==> config.mk <==
export PLATFORM = sky130hd
export DESIGN_NAME = chess_clock_core
export DESIGN_NICKNAME = d
export VERILOG_FILES = /design/src/rtl/chess_pkg.sv /design/src/rtl/player_clock.sv /design/src/rtl/chess_clock_core.sv
export SDC_FILE = /design/constraint.sdc
export NUM_CORES = 1
export LEC_CHECK = 0
export ABC_AREA = 1
export CAP_MARGIN = 30
export CELL_PAD_IN_SITES_DETAIL_PLACEMENT = 0
export CELL_PAD_IN_SITES_GLOBAL_PLACEMENT = 1
export CORE_MARGIN = 1
export CORE_UTILIZATION = 44
export DETAILED_ROUTE_END_ITERATION = 8
export GPL_TIMING_DRIVEN = 1
export PLACE_DENSITY_LB_ADDON = 0.1
export SYNTH_ARGS = -nofsm -noshare
export SYNTH_HDL_FRONTEND = slang
export SYNTH_SLANG_ARGS = --single-unit
==> constraint.sdc <==
create_clock -name clk -period 3.3 [get_ports clk]
set_clock_uncertainty 0.15 [all_clocks]
set_input_delay 0.66 -clock clk [delete_from_list [all_inputs] [get_ports clk]]
set_output_delay 0.66 -clock clk [all_outputs]
set_load 0.05 [all_outputs]
==> src/rtl/chess_pkg.sv <==
// rtl/chess_pkg.sv - shared types and constants for the chess clock core
package chess_pkg;

    localparam int TIME_W  = 6;
    localparam int SEC_MAX = 59;

    localparam logic [1:0] ACTIVE_NONE = 2'b00;
    localparam logic [1:0] ACTIVE_P1   = 2'b01;
    localparam logic [1:0] ACTIVE_P2   = 2'b10;

    typedef enum logic [2:0] {
        S_IDLE,
        S_RUN_P1,
        S_RUN_P2,
        S_PAUSE,
        S_FLAG
    } state_e;

endpackage

==> src/rtl/player_clock.sv <==
// rtl/player_clock.sv - one player's minutes:seconds countdown register
// Ports:
//   clk, rst_n  clock, synchronous active-low reset (reloads START_MIN:00)
//   load        reload START_MIN:00 (wins over dec)
//   dec         step the time down by one second
//   min, sec    registered remaining time
//   zero        high when the next dec lands on 0:00
module player_clock
    import chess_pkg::*;
#(
    parameter int START_MIN = 5
) (
    input  logic              clk,
    input  logic              rst_n,
    input  logic              load,
    input  logic              dec,
    output logic [TIME_W-1:0] min,
    output logic [TIME_W-1:0] sec,
    output logic              zero
);

    logic [TIME_W-1:0] min_q, min_d;
    logic [TIME_W-1:0] sec_q, sec_d;

    always_comb begin
        min_d = min_q;
        sec_d = sec_q;
        if (load) begin
            min_d = TIME_W'(START_MIN);
            sec_d = '0;
        end else if (dec) begin
            if (sec_q != '0) begin
                sec_d = sec_q - TIME_W'(1);
            end else if (min_q != '0) begin
                min_d = min_q - TIME_W'(1);
                sec_d = TIME_W'(SEC_MAX);
            end
        end
    end

    always_ff @(posedge clk) begin
        if (!rst_n) begin
            min_q <= TIME_W'(START_MIN);
            sec_q <= '0;
        end else begin
            min_q <= min_d;
            sec_q <= sec_d;
        end
    end

    assign min  = min_q;
    assign sec  = sec_q;
    assign zero = (min_q == '0) && (sec_q == TIME_W'(1));

endmodule

==> src/rtl/chess_clock_core.sv <==
// rtl/chess_clock_core.sv - two-player chess timer countdown engine
// Ports:
//   clk, rst_n                  clock, synchronous active-low reset
//   btn_p1, btn_p2              "end my turn" pulses
//   btn_pause                   pause/resume toggle pulse
//   clr                         reload both clocks and go idle
//   min1/seg1, min2/seg2        registered remaining time per player
//   active                      01 = P1 running, 10 = P2 running, 00 = none
//   paused                      high while paused
//   flag1, flag2                sticky time-expired flags
module chess_clock_core
    import chess_pkg::*;
#(
    parameter int CLK_HZ    = 100000000,
    parameter int START_MIN = 5
) (
    input  logic              clk,
    input  logic              rst_n,
    input  logic              btn_p1,
    input  logic              btn_p2,
    input  logic              btn_pause,
    input  logic              clr,
    output logic [TIME_W-1:0] min1,
    output logic [TIME_W-1:0] seg1,
    output logic [TIME_W-1:0] min2,
    output logic [TIME_W-1:0] seg2,
    output logic [1:0]        active,
    output logic              paused,
    output logic              flag1,
    output logic              flag2
);

    localparam int            PW       = (CLK_HZ > 1) ? $clog2(CLK_HZ) : 1;
    localparam logic [PW-1:0] PRE_LAST = PW'(CLK_HZ - 1);

    state_e        state_q, state_d;
    logic [PW-1:0] presc_q, presc_d;
    logic          resume_p2_q, resume_p2_d;   // RUN state to return to from PAUSE
    logic [1:0]    active_q, active_d;
    logic          paused_q, paused_d;
    logic          flag1_q, flag1_d;
    logic          flag2_q, flag2_d;

    logic tick;
    logic dec1, dec2;
    logic zero1, zero2;

    assign tick = ((state_q == S_RUN_P1) || (state_q == S_RUN_P2)) && (presc_q == PRE_LAST);
    assign dec1 = tick && (state_q == S_RUN_P1);
    assign dec2 = tick && (state_q == S_RUN_P2);

    always_comb begin
        state_d     = state_q;
        presc_d     = presc_q;
        resume_p2_d = resume_p2_q;
        flag1_d     = flag1_q;
        flag2_d     = flag2_q;

        if (clr) begin
            state_d     = S_IDLE;
            presc_d     = '0;
            resume_p2_d = 1'b0;
            flag1_d     = 1'b0;
            flag2_d     = 1'b0;
        end else begin
            unique case (state_q)
                S_IDLE: begin
                    if (btn_p1 && !btn_p2) begin
                        state_d = S_RUN_P2;
                        presc_d = '0;
                    end else if (btn_p2 && !btn_p1) begin
                        state_d = S_RUN_P1;
                        presc_d = '0;
                    end
                end
                // Order inside RUN: the tick's decrement lands first; reaching
                // 0:00 discards any switch/pause, and a switch beats a pause.
                S_RUN_P1: begin
                    presc_d = tick ? '0 : presc_q + PW'(1);
                    if (tick && zero1) begin
                        state_d = S_FLAG;
                        flag1_d = 1'b1;
                    end else if (btn_p1) begin
                        state_d = S_RUN_P2;
                        presc_d = '0;
                    end else if (btn_pause) begin
                        state_d     = S_PAUSE;
                        resume_p2_d = 1'b0;
                    end
                end
                S_RUN_P2: begin
                    presc_d = tick ? '0 : presc_q + PW'(1);
                    if (tick && zero2) begin
                        state_d = S_FLAG;
                        flag2_d = 1'b1;
                    end else if (btn_p2) begin
                        state_d = S_RUN_P1;
                        presc_d = '0;
                    end else if (btn_pause) begin
                        state_d     = S_PAUSE;
                        resume_p2_d = 1'b1;
                    end
                end
                S_PAUSE: begin
                    if (btn_pause) begin
                        state_d = resume_p2_q ? S_RUN_P2 : S_RUN_P1;
                    end
                end
                S_FLAG: begin
                end
                default: begin
                    state_d = S_IDLE;
                end
            endcase
        end

        // Status outputs are registered from the next state so they line up
        // with the time registers.
        active_d = ACTIVE_NONE;
        if (state_d == S_RUN_P1) begin
            active_d = ACTIVE_P1;
        end else if (state_d == S_RUN_P2) begin
            active_d = ACTIVE_P2;
        end
        paused_d = (state_d == S_PAUSE);
    end

    always_ff @(posedge clk) begin
        if (!rst_n) begin
            state_q     <= S_IDLE;
            presc_q     <= '0;
            resume_p2_q <= 1'b0;
            active_q    <= ACTIVE_NONE;
            paused_q    <= 1'b0;
            flag1_q     <= 1'b0;
            flag2_q     <= 1'b0;
        end else begin
            state_q     <= state_d;
            presc_q     <= presc_d;
            resume_p2_q <= resume_p2_d;
            active_q    <= active_d;
            paused_q    <= paused_d;
            flag1_q     <= flag1_d;
            flag2_q     <= flag2_d;
        end
    end

    player_clock #(
        .START_MIN (START_MIN)
    ) u_p1 (
        .clk   (clk),
        .rst_n (rst_n),
        .load  (clr),
        .dec   (dec1),
        .min   (min1),
        .sec   (seg1),
        .zero  (zero1)
    );

    player_clock #(
        .START_MIN (START_MIN)
    ) u_p2 (
        .clk   (clk),
        .rst_n (rst_n),
        .load  (clr),
        .dec   (dec2),
        .min   (min2),
        .sec   (seg2),
        .zero  (zero2)
    );

    assign active = active_q;
    assign paused = paused_q;
    assign flag1  = flag1_q;
    assign flag2  = flag2_q;

endmodule

==> impl_metrics.prom <==
# TYPE chip_impl_metric gauge
chip_impl_metric{name="ios",unit=""} 35
chip_impl_metric{name="global_routing_met2_resource_utilization",unit="%"} 31.57
chip_impl_metric{name="vias_in_the_first_global_route",unit=""} 3025
chip_impl_metric{name="place.port_buffers",unit=""} 34
chip_impl_metric{name="layout.cells.non_filler",unit=""} 658
chip_impl_metric{name="syn-instance-count",unit=""} 508
chip_impl_metric{name="route.antenna.remaining_nets",unit=""} 0
chip_impl_info{name="setup_repair_after_global_routing_missed_its_margin",value="no"} 1
chip_impl_metric{name="global_route.usage.total",unit="%"} 21.17
chip_impl_metric{name="report.final.slew_viol_count",unit=""} 0
chip_impl_metric{name="maxSlewHeadroom",unit="%"} 61.94
chip_impl_metric{name="report.final.hold_viol_count",unit=""} 0
chip_impl_metric{name="power_leakage",unit="uW"} 0.001611
chip_impl_info{name="cts_tree",value="yes"} 1
chip_impl_metric{name="worst_slew_pin_slew",unit="ps"} 568.9
chip_impl_metric{name="clkTransAtPathRegs",unit="ps"} 70
chip_impl_metric{name="syn_area_per_cell",unit="um^2"} 6.835
chip_impl_info{name="grt.busiest_layer",value="met2"} 1
chip_impl_metric{name="utilization_after_layout",unit="%"} 53.53
chip_impl_metric{name="clock_path_buffers",unit=""} 2
chip_impl_metric{name="dpl.hpwl",unit="um"} 6169
chip_impl_info{name="yosys.area.top_type",value="sky130_fd_sc_hd__dfxtp_1"} 1
chip_impl_metric{name="route.vias.total",unit=""} 3328
chip_impl_metric{name="postCtsHoldBufs",unit=""} 0
chip_impl_info{name="hold_class",value="reg2reg"} 1
chip_impl_metric{name="grt_antenna_before_repair",unit=""} 0
chip_impl_metric{name="syn_area",unit="mm^2"} 0.003472
chip_impl_metric{name="detail_route.vias_per_cell",unit=""} 5.058
chip_impl_info{name="timing.critical_path.max_delay_family",value="buffers and inverters"} 1
chip_impl_info{name="crit_slowest_cell",value="sky130_fd_sc_hd__clkdlybuf4s50_1"} 1
chip_impl_metric{name="die_h",unit="um"} 90.83
chip_impl_metric{name="dr.pass1.iters",unit=""} 4
chip_impl_metric{name="setup_total_negative_slack",unit="ps"} 0
chip_impl_metric{name="synth_nets",unit=""} 527
chip_impl_info{name="outcome",value="completed"} 1
chip_impl_metric{name="worst_ep_arrival_time",unit="ps"} 2560
chip_impl_metric{name="synth.yosys.seq_area_share",unit="%"} 34.59
chip_impl_metric{name="top_cell_type_s_share_of_synthesized_area",unit="%"} 34.59
chip_impl_metric{name="path_buf_inv",unit=""} 4
chip_impl_metric{name="minimum_period_implied_by_the_final_worst_setup_slack",unit="ps"} 2486
chip_impl_metric{name="grt_first_pass_wirelength",unit="um"} 14070
chip_impl_metric{name="max-cap-violations",unit=""} 0
chip_impl_metric{name="multi_input_comb_area",unit="mm^2"} 0.001977
chip_impl_metric{name="postCtsSetupRepairBufs",unit=""} 0
chip_impl_metric{name="h_tree_lvl_count",unit=""} 3
chip_impl_metric{name="drt-wirelength-per-cell",unit="um"} 12.57
chip_impl_metric{name="cts-resized-gates",unit=""} 0
chip_impl_metric{name="critPathRequiredTime",unit="ps"} 3380
chip_impl_metric{name="vdd_drop_max",unit="mV"} 0.2182
chip_impl_metric{name="n_fill_cell",unit=""} 801
chip_impl_info{name="crit_top_cell",value="sky130_fd_sc_hd__nand2_2"} 1
chip_impl_info{name="endpoint_kind",value="flop"} 1
chip_impl_metric{name="wl",unit="um"} 8273
chip_impl_metric{name="drive_gt1_share",unit="%"} 8.273
chip_impl_metric{name="design.final.nets",unit=""} 570
chip_impl_metric{name="largest_net_degree_at_the_start_of_global_routing",unit=""} 21
chip_impl_metric{name="synthesis.yosys.warnings",unit=""} 0
chip_impl_metric{name="dr.first_iter.drc_count",unit=""} 181
chip_impl_metric{name="grtUsageMet3",unit="%"} 3.367
chip_impl_metric{name="finalCritPeriodShare",unit="%"} 75.34
chip_impl_metric{name="critical_path.max_stage_delay",unit="ps"} 480
chip_impl_metric{name="yosys.cell_types.count",unit=""} 34
chip_impl_info{name="ys_top_cells_by_area",value="sky130_fd_sc_hd__dfxtp_1 (35%), sky130_fd_sc_hd__nand2_1 (10%), sky130_fd_sc_hd__nor2_1 (8.4%), sky130_fd_sc_hd__inv_1 (7.2%), sky130_fd_sc_hd__nand3_1 (7.1%)"} 1
chip_impl_metric{name="clk_latency",unit="ps"} 350
chip_impl_metric{name="gp_routability_congestion",unit=""} 0.8263
chip_impl_info{name="worstSetupPathType",value="in2reg"} 1
chip_impl_info{name="start_kind",value="input port"} 1
chip_impl_info{name="cts_root_buffer",value="sky130_fd_sc_hd__clkbuf_8"} 1
chip_impl_metric{name="tritoncts_num_sinks",unit=""} 60
chip_impl_metric{name="synth_register_bits",unit=""} 60
chip_impl_metric{name="grt_overflow",unit=""} 0
chip_impl_metric{name="cts_made_buffers",unit=""} 9
chip_impl_metric{name="drc",unit=""} 0
chip_impl_info{name="worstPathCellList",value="clkdlybuf4s50_1 > inv_1 > ha_1 > nand2_2 > nand2_4 > inv_2 > nand2_1 > nand2_2 > buf_4 > nor2_1"} 1
chip_impl_metric{name="max_freq",unit="GHz"} 0.4022
chip_impl_metric{name="timing.final.setup_violations",unit=""} 0
chip_impl_metric{name="antenna-diode-count",unit=""} 0
chip_impl_metric{name="fin_hold_ws",unit="ps"} 325.7
chip_impl_metric{name="cellPowerDensity",unit="mW/mm^2"} 358.3
chip_impl_metric{name="design.core.area",unit="mm^2"} 0.007687
chip_impl_metric{name="layout-area-overhead-vs-synth",unit="%"} 18.52
chip_impl_metric{name="gr-usage-met1",unit="%"} 30.02
chip_impl_metric{name="crit_path_max_fanout",unit=""} 17
chip_impl_metric{name="chipWidth",unit="um"} 90.83
chip_impl_metric{name="sequential_cell_area",unit="mm^2"} 0.001201
chip_impl_metric{name="initial_utilization",unit="%"} 45.17
chip_impl_metric{name="placementRows",unit=""} 32
chip_impl_metric{name="die_area",unit="mm^2"} 0.008250
chip_impl_metric{name="dp.cells",unit=""} 642
-- cells in the mapped netlist (all sizes together) --
cell type / number
xnor2: 8
a31o: 1
nor3: 21
a211oi: 1
o21ai: 17
dfxtp: 60
a21o: 1
nor2: 84
nor4: 3
xor2: 16
o21bai: 2
a21oi: 33
and2: 2
buf: 3
nand3: 51
or2: 3
ha: 13
a31oi: 2
o211a: 1
nand4: 15
nand2: 99
inv: 70
clkbuf: 2
-- cells in the final DEF (no fill, tap or decap), drive strengths merged --
master	netlist	final
nor2	84	84
nor4	3	3
a31o	1	1
o21ai	17	17
xor2	16	16
nand4	15	15
dfxtp	60	60
clkbuf	2	11
clkinvlp	0	1
buf	3	3
or2	3	3
and2	2	2
clkinv	0	3
a211oi	1	1
a21o	1	1
ha	13	13
nand2	99	99
a21oi	33	33
o211a	1	1
bufinv	0	1
o21bai	2	2
clkdlybuf4s50	0	34
inv	70	70
xnor2	8	8
nand3	51	51
nor3	21	21
a31oi	2	2
-- worst register-to-register path, stage by stage (launching register included) --
cell and delay [ps]:
sky130_fd_sc_hd__dfxtp_1 370, sky130_fd_sc_hd__ha_1 210, sky130_fd_sc_hd__nand2_1 70, sky130_fd_sc_hd__nor2_1 170
sky130_fd_sc_hd__nand2_1 170, sky130_fd_sc_hd__nor2_2 330, sky130_fd_sc_hd__nand2_2 110, sky130_fd_sc_hd__nand2_1 130
sky130_fd_sc_hd__nand2_1 80, sky130_fd_sc_hd__nand2_2 120, sky130_fd_sc_hd__buf_4 250, sky130_fd_sc_hd__nor2_1 80
-- registers in the layout (all words and copies together) (netlist names), 2 cells and up --
| register | flops |
|---|---|
| u_p1.min | 6 |
| u_p2.min | 6 |
| active | 2 |
| presc_q | 27 |
| state_q | 3 |
| u_p1.sec | 6 |
| u_p2.sec | 6 |
-- kinds of logic (layout without fill, tap and decap cells) --
group / count (synthesis) / count (layout) / share of synthesized area (%)
fa+ha+maj: 13 / 13 / 4.685
simple gates: 278 / 278 / 36.97
xor+xnor: 24 / 24 / 6.054
buf+inv: 75 / 123 / 8.468
flops: 60 / 60 / 34.59
compound gates: 58 / 58 / 9.225
-- stage by stage --
step                setup slack, ps  area (um^2)  total power [uW]
global placement              505.3         3931             841.6
detailed placement            467.1         3931             841.8
floorplan                      1198         3472             815.0
global route                  637.6         4115              1531
finish                        813.8         4115              1475
CTS                           835.5         4115              1490
-- power breakdown --
part           internal (uW)  switching, uW
sequential               728           4.55
combinational           28.1           65.5
clock                    345            303
-- metal layers --
metal | share of wire [%] | wire length, um | vias up
li1 | - | - | 1724
met1 | 52 | 4269 | 1525
met2 | 43 | 3570 | 68
met3 | 3.6 | 294 | 11
met4 | 1.7 | 138 | 0
met5 | 0 | 0 | -
-- final timing paths --
check	cells past startpoint	slack, ps	end	start
setup / recovery	10	810	presc_q[22]	btn_p1
hold / removal	2	330	flag2	flag2
hold reg to reg	2	330	flag2	flag2
setup reg to reg	11	920	presc_q[22]	presc_q[0]
-- layout make-up --
cell class                 instances  area share (%)
multi-input combinational        373           48.04
sequential                        60           29.19
timing repair buffer              37           8.817
inverter                          70           6.385
clock buffer                      11           3.192
tap                              102           3.101
clock inverter                     5           1.277
No activity file was read; power rests on OpenSTA's default activity.
